$ cat src/rtl/regfile_pkg.sv
// Shared types and constants for the parametrised register file.
package regfile_pkg;

  typedef enum logic [0:0] {
    IDLE  = 1'b0,
    CLEAR = 1'b1
  } state_t;

  // Ceiling log2; returns 0 for n <= 1.
  function automatic int unsigned clog2(input int unsigned n);
    int unsigned r;
    int unsigned v;
    r = 0;
    v = (n > 0) ? n - 1 : 0;
    while (v > 0) begin
      r = r + 1;
      v = v >> 1;
    end
    return r;
  endfunction

endpackage

$ cat src/rtl/regfile_scan.sv
// Debug auto-scan: steps dbg_addr once every SCAN_DIV clocks while enabled.
module regfile_scan
  import regfile_pkg::*;
#(
  parameter int unsigned SCAN_DIV = 25_000_000,
  parameter int unsigned ADDR_W   = 3
) (
  input  logic              clk,
  input  logic              rst_n,
  input  logic              scan_en,
  output logic [ADDR_W-1:0] dbg_addr,
  output logic              dbg_step
);

  localparam int unsigned DIV_W = (clog2(SCAN_DIV) > 0) ? clog2(SCAN_DIV) : 1;
  localparam logic [DIV_W-1:0] DIV_LAST = DIV_W'(SCAN_DIV - 1);

  logic [DIV_W-1:0] div;

  // Divider wraps at SCAN_DIV-1; the wrap advances the address and pulses dbg_step.
  always_ff @(posedge clk or negedge rst_n) begin
    if (!rst_n) begin
      div      <= '0;
      dbg_addr <= '0;
      dbg_step <= 1'b0;
    end else if (scan_en) begin
      if (div == DIV_LAST) begin
        div      <= '0;
        dbg_addr <= dbg_addr + ADDR_W'(1);
        dbg_step <= 1'b1;
      end else begin
        div      <= div + DIV_W'(1);
        dbg_step <= 1'b0;
      end
    end else begin
      div      <= '0;
      dbg_step <= 1'b0;
    end
  end

endmodule

$ cat src/rtl/param_reg_file.sv
// Multi-port register file: two combinational reads, one write, optional
// hardwired R0 and bypass, sequential bulk clear, and a debug scan port.
module param_reg_file
  import regfile_pkg::*;
#(
  parameter int unsigned WIDTH    = 8,
  parameter int unsigned DEPTH    = 8,
  parameter int unsigned ZERO_REG = 1,
  parameter int unsigned BYPASS   = 0,
  parameter int unsigned SCAN_DIV = 25_000_000,
  localparam int unsigned ADDR_W  = clog2(DEPTH)
) (
  input  logic              clk,
  input  logic              rst_n,
  input  logic              we3,
  input  logic [ADDR_W-1:0] wa3,
  input  logic [WIDTH-1:0]  wd3,
  input  logic [ADDR_W-1:0] ra1,
  input  logic [ADDR_W-1:0] ra2,
  output logic [WIDTH-1:0]  rd1,
  output logic [WIDTH-1:0]  rd2,
  input  logic              clr_req,
  output logic              busy,
  input  logic              scan_en,
  output logic [ADDR_W-1:0] dbg_addr,
  output logic [WIDTH-1:0]  dbg_data,
  output logic              dbg_step
);

  localparam logic [ADDR_W-1:0] PTR_LAST = ADDR_W'(DEPTH - 1);

  logic [WIDTH-1:0]  mem [DEPTH];
  state_t            state, state_nxt;
  logic [ADDR_W-1:0] ptr, ptr_nxt;
  logic              wr_en_c;
  logic              clr_en_c;

  // State register; busy tracks the state being entered so it is a clean flop.
  always_ff @(posedge clk or negedge rst_n) begin
    if (!rst_n) begin
      state <= IDLE;
      ptr   <= '0;
      busy  <= 1'b0;
    end else begin
      state <= state_nxt;
      ptr   <= ptr_nxt;
      busy  <= (state_nxt == CLEAR);
    end
  end

  // Next-state: a clear sweep visits every entry once, then returns to IDLE.
  always_comb begin
    state_nxt = state;
    ptr_nxt   = ptr;
    case (state)
      IDLE: begin
        if (clr_req) begin
          state_nxt = CLEAR;
          ptr_nxt   = '0;
        end
      end
      CLEAR: begin
        ptr_nxt = ptr + ADDR_W'(1);
        if (ptr == PTR_LAST) state_nxt = IDLE;
      end
      default: state_nxt = IDLE;
    endcase
  end

  // Writes are dropped (not queued) during a sweep; R0 writes vanish when hardwired.
  always_comb begin
    wr_en_c  = 1'b0;
    clr_en_c = 1'b0;
    if (state == CLEAR) begin
      clr_en_c = 1'b1;
    end else if (we3 && !((ZERO_REG != 0) && (wa3 == '0))) begin
      wr_en_c = 1'b1;
    end
  end

  always_ff @(posedge clk or negedge rst_n) begin
    if (!rst_n) begin
      for (int i = 0; i < int'(DEPTH); i++) mem[i] <= '0;
    end else if (clr_en_c) begin
      mem[ptr] <= '0;
    end else if (wr_en_c) begin
      mem[wa3] <= wd3;
    end
  end

  // Read muxes; wr_en_c is already low during a sweep, which suppresses bypass there.
  always_comb begin
    rd1 = mem[ra1];
    rd2 = mem[ra2];
    if ((ZERO_REG != 0) && (ra1 == '0)) rd1 = '0;
    if ((ZERO_REG != 0) && (ra2 == '0)) rd2 = '0;
    if ((BYPASS != 0) && wr_en_c && (ra1 == wa3)) rd1 = wd3;
    if ((BYPASS != 0) && wr_en_c && (ra2 == wa3)) rd2 = wd3;
  end

  always_comb begin
    dbg_data = mem[dbg_addr];
    if ((ZERO_REG != 0) && (dbg_addr == '0)) dbg_data = '0;
  end

  regfile_scan #(
    .SCAN_DIV (SCAN_DIV),
    .ADDR_W   (ADDR_W)
  ) u_scan (
    .clk      (clk),
    .rst_n    (rst_n),
    .scan_en  (scan_en),
    .dbg_addr (dbg_addr),
    .dbg_step (dbg_step)
  );

endmodule

$ cat config.mk
export PLATFORM = sky130hd
export DESIGN_NAME = param_reg_file
export DESIGN_NICKNAME = d
export VERILOG_FILES = /design/src/rtl/regfile_pkg.sv /design/src/rtl/regfile_scan.sv /design/src/rtl/param_reg_file.sv
export SDC_FILE = /design/constraint.sdc
export NUM_CORES = 1
export LEC_CHECK = 0
export ABC_AREA = 1
export CELL_PAD_IN_SITES_DETAIL_PLACEMENT = 1
export CELL_PAD_IN_SITES_GLOBAL_PLACEMENT = 1
export CORE_MARGIN = 2
export CORE_UTILIZATION = 47
export CTS_CLUSTER_DIAMETER = 80
export CTS_CLUSTER_SIZE = 20
export DETAILED_ROUTE_END_ITERATION = 10
export GPL_TIMING_DRIVEN = 0
export PLACE_DENSITY_LB_ADDON = 0.1
export SLEW_MARGIN = 10
export SYNTH_ARGS = -nofsm -noshare
export SYNTH_HDL_FRONTEND = slang
export SYNTH_SLANG_ARGS = --single-unit
$ cat constraint.sdc
create_clock -name clk -period 3.7 [get_ports clk]
set_input_delay 0.74 -clock clk [delete_from_list [all_inputs] [get_ports clk]]
set_output_delay 0.74 -clock clk [all_outputs]
set_load 0.02 [all_outputs]
Yosys cells after proc, flatten, opt, wreduce, memory -nomap -nowiden
Cells that the tools add are included.
{"block": "op_classes", "addsub": 3, "n_mul": 0, "div_mod_pow": 0, "order_cmp": 7, "n_eq_ne": 3, "shifts": 0, "mux": 31, "n_bitwise": 8, "n_reduce_logical": 10}
{"cell": "2-to-1 mux 64 bit", "count": 2}
{"cell": "2-to-1 mux 8 bit", "count": 11}
{"cell": "binary-select mux 8 bit (select 3 bit)", "count": 3}
{"cell": "bitwise AND 64 bit", "count": 1}
{"cell": "bitwise mux 64 bit", "count": 1}
{"cell": "inverter 64 bit", "count": 1}
{"cell": "2-to-1 mux 25 bit", "count": 2}
{"cell": "demux 8 bit (select 3 bit)", "count": 2}
{"cell": "adder 25 x 1 -> 25 bit, second input constant", "count": 1}
{"cell": "== test 25 bit, second input constant", "count": 1}
{"cell": ">= comparator 4 bit, second input constant", "count": 5}
{"cell": "inverter 3 -> 4 bit", "count": 5}
{"cell": "zero test 3 bit", "count": 4}
{"cell": "less-than comparator 4 x 1 -> 1 bit, second input constant", "count": 2}
{"cell": "2-to-1 mux 1 bit", "count": 7}
{"cell": "adder 3 x 1 -> 3 bit, second input constant", "count": 2}
{"cell": "one-hot mux 3 bit (2 select lines)", "count": 1}
{"cell": "== test 3 bit, second input constant", "count": 1}
{"cell": "logical AND 1 bit", "count": 3}
{"cell": "2-to-1 mux 3 bit", "count": 1}
{"cell": "inequality test 2 bit, second input constant", "count": 1}
{"cell": "one-hot mux 1 bit (2 select lines)", "count": 1}
{"cell": "AND reduction 2 bit", "count": 1}
{"cell": "nonzero test 2 bit", "count": 1}
{"cell": "other kinds (2)", "count": 2}
{"block": "totals", "register_bits": 97, "latch_bits": 0, "ramBits": 0, "mem_bits_ro": 0, "input_bits": 22, "out_inout_bits": 29, "n_memories": 0}

Longest topological paths before layout
{"block": "depth", "depth_word": 8, "mapped_depth": 9, "depth_no_buf": 9}

Hierarchy
A second synthesis with hierarchy kept.
{"block": "unflattened", "hier_cells": 1058, "hier_area_um2": 6661.4}
{"module": "param_reg_file", "instances": 1, "cells_per_inst": 819, "area_per_inst_um2": 4939.7, "seq_area_each_um2": 1701.6}
{"module": "regfile_scan", "instances": 1, "cells_per_inst": 239, "area_per_inst_um2": 1721.7, "seq_area_each_um2": 725.7}

Worst setup path before layout
OpenSTA, ideal clock, no wires.
{"block": "synth_path", "kind": "register to output", "startpoint": "register u_scan.dbg_addr[0]", "endpoint": "output port dbg_data[0]", "arrival_time_ns": 1.622, "slack_ns": 1.338, "path_stages_with_launch": 8, "path_buffers": 2, "path_cell_list": "dfrtp_1 > buf_2 > inv_2 > clkbuf_1 > ha_1 > nor2_1 > nand2_1 > nand2_1"}
{"block": "synth_between", "elab_chain_cells": 5}
{"element": "from (decl)", "line": "regfile_scan.sv:11", "rtl": "output logic [ADDR_W-1:0] dbg_addr,"}
{"element": "from (signal assigned)", "line": "regfile_scan.sv:29", "rtl": "dbg_addr <= dbg_addr + ADDR_W'(1);"}
{"element": "inverter 3 -> 4 bit (implied by the code)", "line": "param_reg_file.sv:102", "rtl": "dbg_data = mem[dbg_addr];"}
{"element": "binary-select mux 8 bit (select 3 bit)", "line": "param_reg_file.sv:102"}
{"element": "2-to-1 mux 8 bit (implied by the code) (2 in a row)", "line": "param_reg_file.sv:102"}
{"element": "2-to-1 mux 8 bit *", "line": "param_reg_file.sv:103", "rtl": "if ((ZERO_REG != 0) && (dbg_addr == '0)) dbg_data = '0;"}
{"element": "to (decl)", "line": "param_reg_file.sv:26", "rtl": "output logic [WIDTH-1:0] dbg_data,"}
Every way passes the cells marked *; elsewhere a longest branch is shown, timed or not. The select of a mux whose other input is x is not followed.

Worst setup path after layout
{"block": "layout_path", "startpoint": "input port ra2[0]", "endpoint": "output port rd2[4]"}
{"block": "layout_between", "elab_chain_cells": 5}
{"element": "from (decl)", "line": "param_reg_file.sv:19", "rtl": "input logic [ADDR_W-1:0] ra2,"}
{"element": "inverter 3 -> 4 bit (implied by the code)", "line": "param_reg_file.sv:94", "rtl": "rd2 = mem[ra2];"}
{"element": "binary-select mux 8 bit (select 3 bit)", "line": "param_reg_file.sv:94"}
{"element": "2-to-1 mux 8 bit (implied by the code) (2 in a row)", "line": "param_reg_file.sv:94"}
{"element": "2-to-1 mux 8 bit *", "line": "param_reg_file.sv:96", "rtl": "if ((ZERO_REG != 0) && (ra2 == '0)) rd2 = '0;"}
{"element": "to (decl)", "line": "param_reg_file.sv:21", "rtl": "output logic [WIDTH-1:0] rd2,"}
Marked as above.

==> impl_metrics.json <==
{
  "avgSynthCellArea_sq_um": 7.393,
  "ys_types": 33,
  "grt_usage": 0.3623,
  "synthArstFlopShare": 1.000,
  "synth_area_leaders": "dfrtp_1 40%, o21ai_0 8.1%, nand2_1 7.6%, nand3_1 7.4%, a21oi_1 7.1%",
  "ir_drop_uv": 421.8,
  "critPathSlowestCell": "clkdlybuf4s50_1",
  "cts.sinks": 97,
  "vias_per_cell": 6.176,
  "status": "finished, final reports clean",
  "clk_path_buf_depth": 2,
  "setup_viol": 0,
  "io-pin-count": 51,
  "reg2reg_slack_ns": 1.94,
  "grt_max_degree": 52,
  "synth_top_cell_by_area": "dfrtp_1",
  "synth_top_area_frac": 0.3989,
  "min_path_type": "input port to asynchronous set/reset pin",
  "p_leak_nw": 3.105,
  "rr_worst_depth": 7,
  "crit_type": "input port to output pin",
  "end_kind": "output pin",
  "maxCapViolCount": 0,
  "fmax_mhz": 272.8,
  "cts_buffers": 9,
  "nets": 907,
  "ant_nets": 0,
  "drive_gt1_frac": 0.1006,
  "cts_tree": "yes",
  "clk_pin_slew_ns": 0.07,
  "ys_ff_latch": 97,
  "coreArea_sq_um": 12620,
  "cp_common_cell": "clkdlybuf4s50_1",
  "post-route-cell-area_sq_um": 7101,
  "die_w_um": 117.8,
  "first_pass_iters": 5,
  "yosysSeqAreaShare": 0.3989,
  "fp.dieH_um": 117.8,
  "dieArea_sq_um": 13870,
  "critPathRequiredTime_ns": 2.96,
  "drt-initial-drc-count": 766,
  "syn-instance-count": 823,
  "slew_violations": 0,
  "grt_pass1_vias": 6878,
  "path_cells": "clkdlybuf4s50_1 -> buf_2 -> clkbuf_2 -> o21ai_0 -> nand3_1 -> and3_1 -> clkdlybuf4s50_1",
  "grt-ovfl-total": 0,
  "power.density_nw_per_um2": 484.0,
  "cp_max_fo": 10,
  "skew_ns": 0.008890,
  "start_util": 0.4822,
  "hold_viol": 0,
  "wirelength_um": 24410,
  "antenna_found_initial": 0,
  "grt_pass1_wl_um": 39120,
  "finalNonFillerCells": 1057,
  "tns_ns": 0,
  "vias": 6528,
  "ys.flop_type": "dfrtp_1",
  "synth.net_count": 850,
  "drc": 0,
  "min_period_ns": 3.666,
  "r2r-end": "u_scan.div[16]",
  "num_rows": 41,
  "synth-edff-count": 0,
  "worst_pin_slew_ns": 0.6409,
  "placed_cells": 1041,
  "finalCritPeriodShare": 0.9907,
  "finalPower_mw": 3.437,
  "crit_arrival_ns": 2.93,
  "cp-start-kind": "input port",
  "antennaDiodeCount": 0,
  "cts-root-buf": "clkbuf_16",
  "place_area_sq_um": 6775,
  "hold_ws_ns": 0.3943,
  "io_buffers": 45,
  "yosysWarnings": 0,
  "routabilityCongestion": 0.9512,
  "place_hpwl_um": 17820,
  "synth.cell_area_sq_um": 6085,
  "routedWlPerCell_um": 23.09,
  "slowest_delay_ns": 0.61,
  "max-slew-margin-rel": 0.5727,
  "clk_latency_ns": 0.36,
  "clock_tree.htree_level_count": 3,
  "r2r-start": "u_scan.div[0]",
  "syn2layout_area_growth_pct": 16.70,
  "hold_buffers": 0,
  "rsz0062_at_grt": "no"
}
kinds of logic (layout without fill, tap and decap cells):
| family | after synthesis | in the layout | synth area share |
|---|---|---|---|
| AOI/OAI and AO/OA | 241 | 241 | 0.2147 |
| and+or+nand+nor | 335 | 335 | 0.2649 |
| xor gates and xnor gates | 15 | 15 | 0.02159 |
| buffers and inverters | 130 | 192 | 0.08966 |
| DFF | 97 | 97 | 0.3989 |
| adders and majority gates | 5 | 5 | 0.01028 |
sequential cells by signal (all words and copies together) (netlist names):
register,flops
ptr,3
u_scan.dbg_addr,3
u_scan.div,25
state,1
mem,64
u_scan.dbg_step,1
cells in the final DEF, fill, tap and decap left out, drive strengths merged:
cell / Yosys / layout
nand4: 4 / 4
clkinvlp: 0 / 1
nand2: 132 / 132
inv: 88 / 93
o21a: 1 / 1
xor2: 12 / 12
dfrtp: 97 / 97
nand3: 95 / 95
xnor2: 3 / 3
nor3: 1 / 1
buf: 30 / 30
clkbuf: 7 / 18
bufinv: 0 / 1
clkinv: 5 / 5
o211ai: 16 / 16
and3: 17 / 17
o22ai: 16 / 16
a21oi: 86 / 86
o21ai: 122 / 122
nand3b: 1 / 1
clkdlybuf4s50: 0 / 44
nor3b: 1 / 1
nor2: 84 / 84
ha: 5 / 5
worst max-delay path: cells and delay by family:
| kind | cells | cell delay (ns) |
|---|---|---|
| buffers and inverters | 4 | 1.73 |
| AND/OR/NAND/NOR | 2 | 0.30 |
| AO/OA/AOI/OAI | 1 | 0.15 |
final cells by class:
| cell class | instances | area [sq um] |
|---|---|---|
| plain buffers | 37 | 205.2 |
| inverters | 93 | 349.1 |
| clock inverters | 7 | 83.83 |
| repair buffers | 46 | 475.5 |
| clock buffers | 9 | 225.2 |
| flip-flops and latches | 97 | 2427 |
| well taps | 172 | 215.2 |
| fillers | 1610 | 5519 |
| multi-input cells | 596 | 3119 |
cells in the mapped netlist (all sizes together) (7+ instances only):
cell type and n:
buf 30, and3 17, nor2 84, o211ai 16, o22ai 16, dfrtp 97, inv 88, xor2 12
nand2 132, nand3 95, a21oi 86, o21ai 122, clkbuf 7
what timing repair did:
item                       CTS  global route
resized for setup            3             6
pin swaps                    0             0
setup buffers                0             0
setup endpoints to repair   22            13
metal layers:
layer / wire length, um / part of all wire / GRT usage
met5: 0 / 0 / 0
met4: 911 / 0.037 / 0.1536
met3: 1645 / 0.067 / 0.05669
met2: 12040 / 0.49 / 0.6156
met1: 9809 / 0.40 / 0.4585
where the power goes:
group          leakage [nW]  switching (mW)  internal (mW)
Clock                 0.149           0.461          0.539
Combinational          1.62           0.671          0.328
Sequential             1.33           0.199           1.24
Total                  3.11            1.33           2.11
metrics by stage:
stage	utilization	worst slack, ns
6_report	0.5627	0.03425
5_1_grt	0.5627	0.001066
4_1_cts	0.5618	0.05067
3_5_place_dp	0.5369	-0.1274
3_3_place_gp	0.5349	-1.625
2_1_floorplan	-	1.338
worst max-delay path by stage:
stage                            start           to  slack (ns)  cells after the start
finish                          ra2[0]       rd2[4]        0.03                      7
global route                    ra1[0]       rd1[3]       0.001                      7
CTS                             ra1[0]       rd1[3]        0.05                      7
detailed placement              ra1[0]       rd1[3]       -0.13                      7
global placement                 rst_n      mem[28]       -1.63                      1
floorplan           u_scan.dbg_addr[0]  dbg_data[0]        1.34                      7
No activity file was read; power rests on OpenSTA's default activity.
==> RTL edit (config.mk and constraints unchanged) <==
The parameter `WIDTH` goes from 8 to 7.
--- a/src/rtl/param_reg_file.sv
+++ b/src/rtl/param_reg_file.sv
@@ -5,3 +5,3 @@
 #(
-  parameter int unsigned WIDTH    = 8,
+  parameter int unsigned WIDTH    = 7,
   parameter int unsigned DEPTH    = 8,
Ports: changed (resized dbg_data, rd1, rd2 and wd3); port bits go from 51 to 47. No check against the original RTL was run, so the function may have changed too.
==> RTL edit against the unedited design <==
- synthesized cell count decreased by 2.1%
- non-clock buffer count decreased by 8
- critical path depth increased by 2
- area after synthesis decreased by 7.5%
- die area decreased by 7.2%
- power decreased by 5.7%
- wire length decreased by 12%
- worst setup slack improved by 0.069 ns
- cell area decreased by 6.4%
- highest routed layer unchanged
- critical endpoint is now rd1[4]
- sequential power decreased by 9%
- register-to-register slack got worse by 0.04 ns
- combinational power decreased by 6.6%
- sequential cell count decreased by 8
==> RTL edit: results (changes against the unedited design) <==
Status -> finished clean
R2R depth -> 8 (+1)
TritonCTS Sinks -> 89 (-8.2%)
Routed wire per std cell -> 21.3 µm (-7.8%)
Clock-cell share of area -> 0.0484 (+0.00487)
Comb group -> 0.932 mW (-6.6%)
Synth Area in Adders -> 0.0111 (+0.000829)
Non-clk buf share -> 0.0970 (+0.00111)
Total GRT Usage -> 0.348 (-0.0146)
Wl on met1 -> 9310 µm (-5.1%)
Initial drt markers -> 468 (-39%)
Synth Area in Compound Gates -> 0.194 (-0.0207)
Worst slew pin tran -> 0.522 ns (-0.119 ns)
DPL Wire Length -> 16200 µm (-9.0%)
Synth top area share -> 0.396 (-0.00338)
Plain + repair buffers -> 75 (-9.6%)
Largest cells by area after synthesis -> dfrtp_1 (40%), nand2_1 (13%), a21oi_1 (8.1%)
Hold slack -> 0.298 ns (-0.0966 ns)
Clock buf count -> 11 (+2)
Cell variety after synth -> 36 (+9.1%)
Crit. Startpoint -> ra1[1]
Port-buffer cells -> 46 (+2.2%)
Placed Instances -> 996 (-4.3%)
Multi-input combinational area share -> 0.449 (+0.00940)
Xor/xnor share of the synthesized area -> 0.0233 (+0.00174)
Share of layout cells above drive strength 1 -> 0.0795 (-0.0211)
Final #Nets -> 889 (-2.0%)
==> RTL edit: cell count changes after synthesis, moves of 5 or more <==
cell,unedited run,this run
o211ai_1,16,0
nand2_1,124,193
and3_1,16,1
inv_1,84,68
o21ai_1,16,4
buf_2,22,7
nor2_1,73,110
nand3_1,90,45
a21oi_1,86,91
clkbuf_1,7,18
o21ai_0,98,90
dfrtp_1,97,89
==> RTL edit: stage by stage <==
stage	power (mW)	setup TNS (ns)
global placement	2.14	-109.52
floorplan	1.82	0
CTS	3.23	0
global route	3.38	0
detailed placement	2.20	-0.234
finish	3.24	0
==> RTL edit: worst max-delay path: stages <==
cell,delay (ns)
clkdlybuf4s50_1,0.59
inv_1,0.17
buf_2,0.22
a21oi_1,0.12
o21ai_0,0.09
nand2_1,0.10
nor2_1,0.05
nor2_1,0.15
clkdlybuf4s50_1,0.63
==> RTL edit: what timing repair did <==
item,CTS,global route
gates resized for setup,0,16
pin swaps,0,0
setup endpoints to repair,7,13
